**src/rtl/perf_pkg.sv**
```systemverilog
// Shared constants and state type for the performance counter unit.
// Counter index map, opcode classes and the RUN/HALTED state encoding.
package perf_pkg;

  localparam int CNT_TC  = 0;
  localparam int CNT_R   = 1;
  localparam int CNT_I   = 2;
  localparam int CNT_J   = 3;
  localparam int CNT_EV0 = 4;

  localparam logic [5:0] OP_RTYPE = 6'h00;
  localparam logic [5:0] OP_J     = 6'h02;
  localparam logic [5:0] OP_JAL   = 6'h03;

  typedef enum logic {
    ST_RUN,
    ST_HALTED
  } state_t;

endpackage

```
**src/rtl/perf_ctr.sv**
```systemverilog
// Single statistics counter: clear, hold, increment, sticky overflow.
// SAT=1 pins the value at all-ones; SAT=0 wraps to zero.
module perf_ctr #(
  parameter int CNT_W = 32,
  parameter int SAT   = 0
) (
  input  logic             clk,
  input  logic             reset,
  input  logic             inc,
  input  logic             clr,
  input  logic             hold,
  output logic [CNT_W-1:0] cnt,
  output logic             ovf
);

  // clr wins over everything; hold freezes the count
  always_ff @(posedge clk or posedge reset) begin
    if (reset) begin
      cnt <= '0;
      ovf <= 1'b0;
    end else if (clr) begin
      cnt <= '0;
      ovf <= 1'b0;
    end else if (inc && !hold) begin
      if (&cnt) begin
        ovf <= 1'b1;
        cnt <= (SAT != 0) ? cnt : '0;
      end else begin
        cnt <= cnt + 1'b1;
      end
    end
  end

endmodule

```
**src/rtl/perf_counter_unit.sv**
```systemverilog
// CPU statistics counters: cycles, R/I/J retirements and NUM_EV events.
// Define PERF_SNAPSHOT_EN to read out through a snapshot shadow bank.
module perf_counter_unit
  import perf_pkg::*;
#(
  parameter int CNT_W  = 32,
  parameter int NUM_EV = 4,
  parameter int SAT    = 0,
  localparam int NCNT  = NUM_EV + 4,
  localparam int SEL_W = $clog2(NUM_EV + 4)
) (
  input  logic              clk,
  input  logic              reset,
  input  logic              ret_vld,
  input  logic [5:0]        ret_op,
  input  logic [NUM_EV-1:0] ev,
  input  logic              halt,
  input  logic              clr,
  input  logic              snap,
  input  logic [SEL_W-1:0]  sel,
  output logic [CNT_W-1:0]  rdata,
  output logic [NCNT-1:0]   ovf,
  output logic [CNT_W-1:0]  statTC,
  output logic [CNT_W-1:0]  statR,
  output logic [CNT_W-1:0]  statI,
  output logic [CNT_W-1:0]  statJ,
  output logic              halted
);

  state_t state_q, state_d;
  logic hold;
  logic is_r, is_j;
  logic [NCNT-1:0] inc;
  logic [CNT_W-1:0] cnt [NCNT];
  logic [CNT_W-1:0] src [NCNT];
  logic [CNT_W-1:0] tab [2**SEL_W];

  assign is_r = (ret_op == OP_RTYPE);
  assign is_j = (ret_op == OP_J) || (ret_op == OP_JAL);

  // per-counter increment strobes for this cycle
  always_comb begin
    inc = '0;
    inc[CNT_TC] = 1'b1;
    inc[CNT_R]  = ret_vld && is_r;
    inc[CNT_I]  = ret_vld && !is_r && !is_j;
    inc[CNT_J]  = ret_vld && is_j;
    inc[NCNT-1:CNT_EV0] = ev;
  end

  // run/halted state register
  always_ff @(posedge clk or posedge reset) begin
    if (reset) state_q <= ST_RUN;
    else       state_q <= state_d;
  end

  // halt latches until clr; counts of the halting cycle still land
  always_comb begin
    state_d = state_q;
    if (clr)
      state_d = ST_RUN;
    else if (state_q == ST_RUN && halt)
      state_d = ST_HALTED;
  end

  assign hold   = (state_q == ST_HALTED);
  assign halted = hold;

  for (genvar g = 0; g < NCNT; g++) begin : g_ctr
    perf_ctr #(
      .CNT_W(CNT_W),
      .SAT  (SAT)
    ) u_ctr (
      .clk  (clk),
      .reset(reset),
      .inc  (inc[g]),
      .clr  (clr),
      .hold (hold),
      .cnt  (cnt[g]),
      .ovf  (ovf[g])
    );
  end

`ifdef PERF_SNAPSHOT_EN
  logic [CNT_W-1:0] shadow [NCNT];

  for (genvar g = 0; g < NCNT; g++) begin : g_shd
    // shadow copy captures pre-increment values, in any state
    always_ff @(posedge clk or posedge reset) begin
      if (reset)     shadow[g] <= '0;
      else if (clr)  shadow[g] <= '0;
      else if (snap) shadow[g] <= cnt[g];
    end
    assign src[g] = shadow[g];
  end
`else
  logic unused_snap;
  assign unused_snap = snap;

  for (genvar g = 0; g < NCNT; g++) begin : g_src
    assign src[g] = cnt[g];
  end
`endif

  // pad the readout table so out-of-range indices read zero
  for (genvar g = 0; g < 2**SEL_W; g++) begin : g_tab
    if (g < NCNT) begin : g_live
      assign tab[g] = src[g];
    end else begin : g_zero
      assign tab[g] = '0;
    end
  end

  // registered indexed readout, one cycle behind sel
  always_ff @(posedge clk or posedge reset) begin
    if (reset) rdata <= '0;
    else       rdata <= tab[sel];
  end

  assign statTC = cnt[CNT_TC];
  assign statR  = cnt[CNT_R];
  assign statI  = cnt[CNT_I];
  assign statJ  = cnt[CNT_J];

endmodule
```
**config.mk**
```make
export PLATFORM = sky130hd
export DESIGN_NAME = perf_counter_unit
export DESIGN_NICKNAME = d
export VERILOG_FILES = /design/src/rtl/perf_pkg.sv /design/src/rtl/perf_ctr.sv /design/src/rtl/perf_counter_unit.sv
export SDC_FILE = /design/constraint.sdc
export NUM_CORES = 1
export LEC_CHECK = 0
export BUFFER_PORTS_ARGS = -buffer_cell sky130_fd_sc_hd__buf_2
export CORE_MARGIN = 2
export CORE_UTILIZATION = 50
export DETAILED_ROUTE_END_ITERATION = 6
export PLACE_DENSITY = 0.7
export SLEW_MARGIN = 10
export SYNTH_ARGS = -nofsm -noshare
export SYNTH_HDL_FRONTEND = slang
export SYNTH_SLANG_ARGS = --single-unit
```
**constraint.sdc**
```tcl
create_clock -name clk -period 13.6 [get_ports clk]
set_clock_uncertainty 0.05 [all_clocks]
set_input_delay 2.72 -clock clk [delete_from_list [all_inputs] [get_ports clk]]
set_output_delay 2.72 -clock clk [all_outputs]
set_load 0.03 [all_outputs]
```
==> flow_summary.ini <==
[route]
drt-met1-wl_mm = 22.08
vias = 14270
wl_met2_mm = 22.38
top_layer_used = met4
wl_met3_mm = 5.806
drt_first_pass_iters = 7
vias_per_cell = 6.256
drt_iter0_drc = 1544
wirelength_mm = 51.97
drt.antenna.violating_nets = 0
drc = 0
wire_per_inst_um = 22.78

[pwr]
p_per_area_nw_per_um2 = 103.4
ir_drop_mv = 0.07059
power.leakage_uw = 0.008126

[die]
die_h_um = 190.8
ioPinCount = 188
start_util = 0.5065
chipWidth_um = 190.8
die_area_um2 = 36420
rows = 68
core_um2 = 34460

[global_routing]
antenna_found_initial = 1
grt_pass1_vias = 13140
grt_overflow = 0
grt_first_pass_wirelength_mm = 79.87
grt_max_degree = 160
grtUsageTotal = 0.2868

[job]
max_cap_viol_count = 0

[setup_path]
timing.rr.start = g_ctr[7].u_ctr.cnt[10]
start_kind = input port
crit_arrival_ns = 5.23
critPathMaxFanout = 21
end_kind = flop
regToRegEndpoint = g_ctr[7].u_ctr.cnt[29]
required_ns = 13.98
reg2reg_depth = 5
crit_end = g_ctr[1].u_ctr.cnt[29]
crit_type = in -> reg
regToRegSetupSlack_ns = 10.71
critPathLaunch = ret_op[3]

[clock_tree]
postCtsSetupRepairBufs = 0
cts_root_buf = clkbuf_16
cts_tree = yes
clk_pin_slew_worst_paths_ns = 0.06
clockBufferDepth = 3
numCtsBuffers = 35
postCtsHoldBufs = 0
h-tree-depth = 2
cts.sinks = 297
clock_latency_ns = 0.52
cts_resized = 0

[synthesis]
synth_edf_count = 0
synth_flop_cell = dfrtp_1
synth_most_common_cell = dfrtp_1
yosysTopAreaCell = dfrtp_1
synth_area_leaders = dfrtp_1, mux4_2, buf_4
ys_seq_elements = 297
ys_warn_count = 0
synth_async_sr_flop_share = 1.000
synthesis.area_um2 = 17450
synthTopCellsByCount = dfrtp_1, nor2_1, buf_4
synth_area_per_cell_um2 = 9.883
synthCells = 1766
syn_nets = 1793
synth_top_cell_area_share = 0.4258
netlist-cell-type-count = 66
ys_seq_area_frac = 0.4258

[sta]
fin_hold_ws_ns = 0.4601
grt_setup_unrepaired = false
slew_viol_final = 0
max_freq_mhz = 206.3
relSlewSlack = 0.2347
tightest_slew_ns = 1.148
setup_viol_count_final = 0
min_period_ns = 4.847
finalCritPeriodShare = 0.3564
final_hold_viol_count = 0
final.setup.tns_ns = 0

[finish]
insertedDiodeCount = 0
area_delta_synth_final_pct = 8.932
fin_util = 0.5518
drive_gt1_frac = 0.2130
fin_nets = 1830
stdcell_area_um2 = 19010

[placement]
portBuffers = 186
gp_congestion = 0.9421
place_area_um2 = 17860
place_hpwl_mm = 37.47

[min_path]
worstHoldPathCells = 1
hold_class = reg -> reg

[run_status]
status = completed
worst min-delay path by stage:
stage	from	end	slack (ns)
2_1_floorplan	g_ctr[1].u_ctr.ovf	g_ctr[1].u_ctr.ovf	0.41
3_5_place_dp	g_ctr[7].u_ctr.ovf	g_ctr[7].u_ctr.ovf	0.44
6_report	g_ctr[2].u_ctr.ovf	g_ctr[2].u_ctr.ovf	0.46
3_3_place_gp	g_ctr[2].u_ctr.ovf	g_ctr[2].u_ctr.ovf	0.42
4_1_cts	g_ctr[5].u_ctr.ovf	g_ctr[5].u_ctr.ovf	0.47
5_1_grt	g_ctr[3].u_ctr.ovf	g_ctr[3].u_ctr.ovf	0.47
power by group:
part | total [uW] | internal (uW) | switching [uW]
clock network | 952 | 572 | 380
logic | 111 | 29.4 | 81.2
registers | 903 | 891 | 12.7
total | 1970 | 1490 | 474
worst max-delay path: stages:
cell	delay [ns]
buf_2	0.10
or4_1	0.68
o41ai_4	0.32
buf_4	0.32
nand3_1	0.39
or4_1	0.52
a21oi_1	0.16
flip-flops by register name (all words and copies together) (netlist names):
name and cells:
g_ctr.u_ctr.ovf 8, halted 1, rdata 32, g_ctr.u_ctr.cnt 256
cells by family after synthesis:
logic type / share of synthesized area
xor+xnor: 0.09785
simple gates: 0.2299
fa+ha+maj: 0.005735
buf+inv: 0.08308
flops: 0.4258
compound gates: 0.04946
mux: 0.1082
final cells by class:
| cell class | count | area, um^2 |
|---|---|---|
| clock buffer | 49 | 1041 |
| clock inverter | 11 | 116.4 |
| fill | 2988 | 15440 |
| inverter | 34 | 135.1 |
| multi-input combinational | 1225 | 8591 |
| sequential | 297 | 7432 |
| tap | 455 | 569.3 |
| timing repair buffer | 210 | 1129 |
through the flow:
| step | std cells | power [uW] | worst slack (ns) |
|---|---|---|---|
| 2_1_floorplan | 1766 | 996.8 | 2.626 |
| 3_3_place_gp | 2221 | 1028 | 8.354 |
| 3_5_place_dp | 2221 | 1030 | 8.308 |
| 4_1_cts | 2281 | 1971 | 8.820 |
| 5_1_grt | 2281 | 2020 | 8.645 |
| 6_report | 2281 | 1966 | 8.753 |
metal layers:
layer | GRT usage | vias to the layer above
li1 | - | 6269
met3 | 0.06551 | 94
met5 | 0 | -
met1 | 0.4272 | 7161
met4 | 0.09660 | 0
met2 | 0.4111 | 745
layout by cell type (no fill, tap or decap), drive strengths merged, types with 7 or more instances in the layout:
master	count
buf	210
dfrtp	297
o21a	7
nor2	248
clkbuf	49
or3	27
a21oi	45
xor2	87
inv	35
o2111ai	9
nand3	91
mux2	34
mux4	64
and4	31
nor2b	9
o31ai	9
nand2	108
xnor2	108
o21ai	32
and2	13
nor4	45
nand4	87
nor3	53
ha	8
or4	19
and3	29
Note: power is estimated with default switching activity, not from simulation.
